`config.mk`:
```
export PLATFORM = sky130hd
export DESIGN_NAME = input_ram_ctrl
export DESIGN_NICKNAME = d
export VERILOG_FILES = /design/src/rtl/snn_pkg.sv /design/src/rtl/byte_unpacker.sv /design/src/rtl/input_ram_ctrl.sv
export SDC_FILE = /design/constraint.sdc
export NUM_CORES = 1
export LEC_CHECK = 0
export BUFFER_PORTS_ARGS = -buffer_cell sky130_fd_sc_hd__buf_2
export CAP_MARGIN = 20
export CORE_MARGIN = 2
export CORE_UTILIZATION = 40
export CTS_BUF_LIST = sky130_fd_sc_hd__clkbuf_2 sky130_fd_sc_hd__clkbuf_4 sky130_fd_sc_hd__clkbuf_8
export CTS_CLUSTER_SIZE = 14
export DETAILED_ROUTE_END_ITERATION = 8
export SYNTH_ARGS = -nofsm -noshare
export SYNTH_HDL_FRONTEND = slang
export SYNTH_HIERARCHICAL = 1
export SYNTH_SLANG_ARGS = --single-unit
```
`constraint.sdc`:
```
create_clock -name clk -period 2.6 [get_ports clk]
set_input_delay 0.52 -clock clk [delete_from_list [all_inputs] [get_ports clk]]
set_output_delay 0.52 -clock clk [all_outputs]
set_load 0.01 [all_outputs]
```
`src/rtl/snn_pkg.sv`:
```
// Shared types and defaults for the SNN input path.
// Holds the controller state enum and default frame geometry.
package snn_pkg;

  typedef enum logic [1:0] {
    LOAD,
    UNPACK,
    START,
    RUN
  } state_t;

  localparam int PIXELS_DEF = 784;
  localparam int ADDR_W_DEF = 10;
  localparam int DIGIT_W    = 4;

endpackage

```
`src/rtl/byte_unpacker.sv`:
```
// Byte-to-bit unpacker: shift register, bit counter, one-byte hold.
// Ports: rx byte/strobe in; phase controls from the FSM; bit stream,
//        byte_done/byte_load handshakes and a drop pulse out.
module byte_unpacker (
  input  logic       clk,
  input  logic       rst,
  input  logic [7:0] rx_data,
  input  logic       rx_rdy,
  input  logic       idle,
  input  logic       shift_en,
  input  logic       frame_end,
  input  logic       flush,
  output logic       bit_d,
  output logic       bit_vld,
  output logic       byte_done,
  output logic       byte_load,
  output logic       drop
);

  logic [7:0] sreg;
  logic [7:0] hold;
  logic       hold_full;
  logic [2:0] cnt;
  logic       want;
  logic       rx_open;
  logic       hold_store;

  assign bit_vld   = shift_en;
  assign bit_d     = sreg[0];
  assign byte_done = shift_en && (cnt == 3'd7);
  assign want      = hold_full || rx_rdy;
  assign rx_open   = idle || shift_en;

  // A byte starts unpacking from LOAD, or back-to-back at the end
  // of a byte unless that byte closes the frame.
  assign byte_load = want && (idle || (byte_done && !frame_end));

  always_comb begin
    hold_store = 1'b0;
    drop       = 1'b0;
    if (rx_rdy) begin
      if (byte_load && !hold_full) begin
        // incoming byte goes straight into the shift register
        hold_store = 1'b0;
      end else if (rx_open && (!hold_full || byte_load)) begin
        hold_store = 1'b1;
      end else begin
        drop = 1'b1;
      end
    end
    // a byte still held when the core starts is lost
    if (flush && hold_full) begin
      drop = 1'b1;
    end
  end

  always_ff @(posedge clk or posedge rst) begin
    if (rst) begin
      hold      <= '0;
      hold_full <= 1'b0;
    end else if (flush) begin
      hold_full <= 1'b0;
    end else if (hold_store) begin
      hold      <= rx_data;
      hold_full <= 1'b1;
    end else if (byte_load && hold_full) begin
      hold_full <= 1'b0;
    end
  end

  always_ff @(posedge clk or posedge rst) begin
    if (rst) begin
      sreg <= '0;
      cnt  <= '0;
    end else if (byte_load) begin
      sreg <= hold_full ? hold : rx_data;
      cnt  <= '0;
    end else if (shift_en) begin
      sreg <= {1'b0, sreg[7:1]};
      cnt  <= cnt + 3'd1;
    end
  end

endmodule

```
`src/rtl/input_ram_ctrl.sv`:
```
// Input image RAM sequencer: unpacks UART bytes into the bit RAM,
// starts snn_core, hands it the address port and latches the digit.
// Ports: UART rx in, core addr/done/digit in; RAM addr/we/d,
//        core_start, digit/digit_vld, busy and sticky overrun out.
module input_ram_ctrl
  import snn_pkg::*;
#(
  parameter int PIXELS = PIXELS_DEF,
  parameter int ADDR_W = ADDR_W_DEF
) (
  input  logic               clk,
  input  logic               rst,
  input  logic [7:0]         rx_data,
  input  logic               rx_rdy,
  input  logic [ADDR_W-1:0]  core_addr,
  input  logic               core_done,
  input  logic [DIGIT_W-1:0] core_digit,
  output logic [ADDR_W-1:0]  ram_addr,
  output logic               ram_we,
  output logic               ram_d,
  output logic               core_start,
  output logic [DIGIT_W-1:0] digit,
  output logic               digit_vld,
  output logic               busy,
  output logic               overrun
);

  state_t            state;
  state_t            nxt;
  logic [ADDR_W-1:0] ptr;
  logic              frame_end;
  logic              bit_d;
  logic              bit_vld;
  logic              byte_done;
  logic              byte_load;
  logic              drop;

  assign frame_end = (ptr == ADDR_W'(PIXELS - 1));

  byte_unpacker u_unp (
    .clk       (clk),
    .rst       (rst),
    .rx_data   (rx_data),
    .rx_rdy    (rx_rdy),
    .idle      (state == LOAD),
    .shift_en  (state == UNPACK),
    .frame_end (frame_end),
    .flush     (state == START),
    .bit_d     (bit_d),
    .bit_vld   (bit_vld),
    .byte_done (byte_done),
    .byte_load (byte_load),
    .drop      (drop)
  );

  always_ff @(posedge clk or posedge rst) begin
    if (rst) begin
      state <= LOAD;
    end else begin
      state <= nxt;
    end
  end

  always_comb begin
    nxt = state;
    unique case (state)
      LOAD: begin
        if (byte_load) nxt = UNPACK;
      end
      UNPACK: begin
        if (byte_done) begin
          if (frame_end)       nxt = START;
          else if (!byte_load) nxt = LOAD;
        end
      end
      START: begin
        nxt = RUN;
      end
      RUN: begin
        if (core_done) nxt = LOAD;
      end
      default: nxt = LOAD;
    endcase
  end

  // pointer wraps to 0 on the last pixel, ready for the next frame
  always_ff @(posedge clk or posedge rst) begin
    if (rst) begin
      ptr <= '0;
    end else if (state == UNPACK) begin
      ptr <= frame_end ? '0 : ptr + 1'b1;
    end
  end

  always_ff @(posedge clk or posedge rst) begin
    if (rst) begin
      overrun <= 1'b0;
    end else if (drop) begin
      overrun <= 1'b1;
    end
  end

  always_ff @(posedge clk or posedge rst) begin
    if (rst) begin
      digit     <= '0;
      digit_vld <= 1'b0;
    end else begin
      digit_vld <= 1'b0;
      if (state == RUN && core_done) begin
        digit     <= core_digit;
        digit_vld <= 1'b1;
      end
    end
  end

  assign ram_addr   = (state == RUN) ? core_addr : ptr;
  assign ram_we     = bit_vld;
  assign ram_d      = bit_d;
  assign core_start = (state == START);
  assign busy       = (state != LOAD);

endmodule

```
---- Yosys cells after proc, flatten, opt, wreduce, memory -nomap -nowiden ----
Cells that the tools add are included.
cells by class
  equality and inequality tests ........... 9
  bitwise operators ....................... 1
  add/subtract/negate cells ............... 2
  mux-type cells .......................... 24
  reduce and logical (&&, ||, !) cells .... 20
operator list
  operator                                       number
  2-to-1 mux 8 bit                               3
  2-to-1 mux 10 bit                              2
  2-to-1 mux 1 bit                               11
  adder 10 x 1 -> 10 bit, second input constant  1
  == test 10 bit, second input constant          1
  2-to-1 mux 2 bit                               5
  logical AND 1 bit                              8
  case mux 2 bit (4 select lines)                1
  2-to-1 mux 3 bit                               2
  != test 2 bit, second input constant           3
  == test 2 bit, second input constant           2
  logical OR 1 bit                               4
  AND reduction 4 bit                            1
  nonzero test 2 bit                             2
  adder 3 x 1 -> 3 bit, second input constant    1
  == test 3 bit, second input constant           1
  != test 3 bit, second input constant           1
  nonzero test 3 bit                             1
  == test 2 x 1 -> 1 bit, second input constant  1
  zero test 1 bit                                2
  zero test 2 bit                                1
  AND reduction 2 bit                            1
  NOT 1 bit                                      1
storage, ports and cells
  register bits after elaboration ......... 38

---- Longest topological paths before layout ----
  word-level depth ........................ 12
  depth in mapped cells ................... 9

---- By module ----
Netlist, hierarchy kept.
by module, submodules not included
  module          cells an instance  times used  area each (µm²)  seq. area each (µm²)
  byte_unpacker   120                1           1168.6           500.5
  input_ram_ctrl  90                 1           954.7            450.4

---- Least setup slack after synthesis ----
OpenSTA, ideal clock, no wires.
  kind .................................... register -> register
  start point ............................. register ptr[5]
  end point ............................... register u_unp.hold[0]
  arrival ................................. 2.031 ns
  period minus slack after synthesis ...... 2.156 ns
  buffers on the path ..................... 0
  setup slack ............................. 0.444 ns
  setup time .............................. 0.125 ns
  stages on the path, launching flop included .. 7
  data required time ...................... 2.475 ns
  cells stage by stage .................... dfrtp_1 nor4_4 and4_4 and3b_4 o21a_4 o21ai_4 mux2_2
on the way
  cells in the longest elaborated chain, start to end .. 11
  elaborated cells on any way between the ends .. 12
  those cells by class .................... 1 x eq/ne; 3 x mux; 8 x reduce/logical
RTL lines
  what                                      RTL line              RTL
  start, declared                           input_ram_ctrl.sv:30  logic [ADDR_W-1:0] ptr;
  start signal, assigned                    input_ram_ctrl.sv:91  ptr <= frame_end ? '0 : ptr + 1'b1;
  == test 10 bit (*)                        input_ram_ctrl.sv:38  assign frame_end = (ptr == ADDR_W'(PIXELS - 1));
  named net frame_end                       input_ram_ctrl.sv:31  logic frame_end;
  zero test 1 bit (*)                       byte_unpacker.sv:36   assign byte_load = want && (idle || (byte_done && !frame_end));
  logical AND 1 bit (*)                     byte_unpacker.sv:36
  logical OR 1 bit (*)                      byte_unpacker.sv:36
  logical AND 1 bit (*)                     byte_unpacker.sv:36
  logical OR 1 bit                          byte_unpacker.sv:45   end else if (rx_open && (!hold_full || byte_load)) begin
  logical AND 1 bit                         byte_unpacker.sv:45
  2-to-1 mux 1 bit                          byte_unpacker.sv:45
  2-to-1 mux 1 bit (*)                      byte_unpacker.sv:42   if (byte_load && !hold_full) begin
  2-to-1 mux 1 bit (*)                      byte_unpacker.sv:41   if (rx_rdy) begin
  AND reduction 2 bit (no source line) (*)  --
  end signal, assigned                      byte_unpacker.sv:64   hold <= rx_data;
  end, declared                             byte_unpacker.sv:21   logic [7:0] hold;
Mark *: on every way through the listed nets, which the timed path passes. The rest lies on a longest branch.
A chain may end at the register's enable or synchronous reset.

---- Worst setup path in the final report ----
  start point ............................. register ptr[5]
  end point ............................... register u_unp.hold[4]
Same word-level chain as after synthesis.

==> impl_metrics.ini <==
[run_status]
status = finished, final reports clean

[place]
pre_cts_slack_ns = 0.269
globalplace.congestion = 0.785
placed_area_sq_um = 2410
hpwl_microns = 3150
port_buffers = 45
placedCellCount = 318

[critical_path]
path_class = register to register
required_ns = 2.78
worst_setup_path_start_kind = register
crit_path_end_kind = register
critPathArrivalTime_ns = 2.52
path_max_fanout = 8

[clocking]
h-tree-depth = 2
holdBufCountCts = 0
cts_tree = built
clk_pin_slew_ns = 0.07
clock_sinks = 38
ctsRootBufferMaster = clkbuf_8
cts-resized-gates = 0
numCtsBuffers = 5
cts_max_path_buffers = 2
post_cts_buffers = 0
insertion_delay_ns = 0.29

[timing]
layout_setup_ws_ns = 0.259
post-route-min-period_ns = 2.34
finalMaxSlewViolations = 0
worstMarginPinSlew_ns = 0.805
finalSetupTns_ns = 0
relSlewSlack_pct = 46.3
period_share_pct = 90.0
max_freq_ghz = 0.427
whs_ns = 0.358
finalHoldViolCount = 0
fin_skew_ns = 0.00747
setup_viol = 0
rsz0062_at_grt = false

[pwr]
pwr-share-seq_pct = 38.9
clkPwrFrac_pct = 15.6
internal-power_mw = 1.67
power_density_nw_per_um2 = 1080
switching_share_pct = 38.1
combPwrFrac_pct = 45.4
p_switching_mw = 1.03
worst_ir_drop_vdd_mv = 0.495
p_leak_nw = 1.17

[detailed_routing]
postRouteAntennaNets = 0
wl_per_cell_microns = 13.2
routed_wl_microns = 4320
drt-initial-drc-count = 61
vias = 1686
dr.pass1.iters = 4
drc_errors = 0
viasPerCell = 5.17

[global_routing]
grt_pass1_vias = 1643
grt_usage_pct = 16.1
grt_pass1_wl_microns = 7720
antenna_found_initial = 0
grt_max_degree = 26
gr-total-overflow = 0

[floorplan]
rows = 26
die_area_sq_um = 5910
start_util_pct = 41.6
fp.dieW_microns = 76.9
ioPinCount = 46
die_h_microns = 76.9
core-area_sq_um = 5110

[synthesis]
synth_nets = 239
avgSynthCellArea_sq_um = 10.1
syn_area_sq_um = 2120
synth_top_cell_by_area = dfrtp_1
synth_area_leaders = dfrtp_1 (45%), mux2_2 (13%), o21ai_0 (4.2%), nand2_1 (3.7%), nor2_1 (2.5%)
synth_top_cell_area_share_pct = 44.8
synth_seq_area_share_pct = 44.8
yosysWarnings = 6
netlist_instances = 210
synth_seq_cells = 38
synth.distinct_cells = 43

[finish]
antenna_cells = 0
layout.nets = 284
design_area_sq_um = 2500
fillCellCount = 487
fin_cells = 326
syn2layout_area_growth_pct = 17.9
drive_gt1_share_pct = 35.5

[run]
maxCapViolCount = 0

[min_path]
min-delay-path-class = input pin to async pin
[layout by cell type (no fill, tap or decap), types with 3 or more instances in the layout]
cell / n
buf_2: 45
dfrtp_1: 38
mux2_2: 25
nand2_1: 21
o21ai_0: 18
nor2_1: 14
inv_1: 13
nand3_1: 10
clkbuf_8: 6
xnor2_1: 5
a31oi_1: 5
a21oi_1: 5
and3_1: 3
ha_1: 3
buf_4: 3
a22oi_1: 3
[worst paths after layout]
check | from | to | slack (ns) | depth (start not counted)
min reg2reg | overrun$_DFFE_PP0P_ | overrun$_DFFE_PP0P_ | 0.47 | 1
max | ptr[5]$_DFFE_PP0P_ | u_unp/hold[4]$_DFFE_PP0P_ | 0.26 | 6
min | rst | ptr[1]$_DFFE_PP0P_ | 0.36 | 2
min in group clk | core_digit[0] | digit[0]$_DFFE_PP0P_ | 0.45 | 2
max reg2reg | ptr[5]$_DFFE_PP0P_ | u_unp/hold[4]$_DFFE_PP0P_ | 0.26 | 6
max in group asynchronous | rst | u_unp/sreg[1]$_DFFE_PP0P_ | 1.71 | 2
[cell families (layout without fill, tap and decap cells)]
family                     after synthesis  count (layout)  synth area share [%]
DFF                                     38              38                  44.8
muxes                                   27              27                  14.2
adders and majority gates                3               3                  1.77
xor gates and xnor gates                 6               6                  2.47
AOI/OAI and AO/OA                       45              45                  14.3
and+or+nand+nor                         68              68                  17.7
buffers and inverters                   23              69                  4.71
[power groups by stage]
stage	logic, mW	registers (mW)	clock network, mW
after detailed placement	1.24	1.06	0
after floorplan	0.975	1.01	0
after CTS	1.24	1.05	0.439
final	1.23	1.05	0.423
after global routing	1.39	1.09	0.467
after global placement	1.23	1.06	0
[critical path: stages (launching register included)]
cell and delay, ns:
dfrtp_1 0.46, nor4_4 0.38, and4_4 0.29, and3b_4 0.22, o21a_4 0.22, o21ai_4 0.29, mux2_2 0.37
[routing by layer]
| layer | vias to the layer above | wire length, microns | part of all wire (%) | GRT usage (%) |
|---|---|---|---|---|
| li1 | 834 | - | - | - |
| met4 | 0 | 63 | 1.5 | 5.64 |
| met2 | 39 | 1900 | 44 | 23.9 |
| met1 | 807 | 2150 | 50 | 22.9 |
| met5 | - | 0 | 0 | 0 |
| met3 | 6 | 207 | 4.8 | 3.88 |
[sequential cells by signal, indices dropped and copies added (netlist names), named ones only]
signal,count
digit,4
state,1
digit_vld,1
u_unp/cnt,3
ptr,10
u_unp/sreg,8
overrun,1
u_unp/hold_full,1
u_unp/hold,8
[stage by stage]
stage | utilization [%] | power [mW]
final | 49.0 | 2.71
after global routing | 49.0 | 2.95
after CTS | 49.0 | 2.74
after detailed placement | 47.1 | 2.30
after global placement | 47.1 | 2.29
after floorplan | - | 1.98
[synth_stat cells, drive strengths merged]
cell / count
buf: 8
ha: 3
xnor2: 5
nor4b: 1
nand2: 21
nor2: 14
a211oi: 2
or2: 3
nor4: 1
and4b: 1
o21bai: 2
a41oi: 1
a32o: 2
mux2i: 2
o21a: 1
a22oi: 3
and4: 2
mux2: 25
o211ai: 2
and3: 3
xor2: 1
inv: 13
and3b: 1
clkbuf: 2
nand4: 1
nand2b: 2
a31oi: 5
and2b: 1
o31ai: 1
o221a: 2
nand3: 10
and2: 2
nor2b: 1
a21oi: 5
o21ai: 19
nor3: 2
nor3b: 2
dfrtp: 38
[final cells by class]
type	count	area (sq um)	area share, %
flip-flops and latches	38	951	38.0
clock inverters	2	12.5	0.500
inverters	13	48.8	1.95
multi-input cells	149	1070	42.9
repair buffers	48	248	9.90
well taps	70	87.6	3.50
clock buffers	6	82.6	3.30
Power figures use the tool's default switching activity.
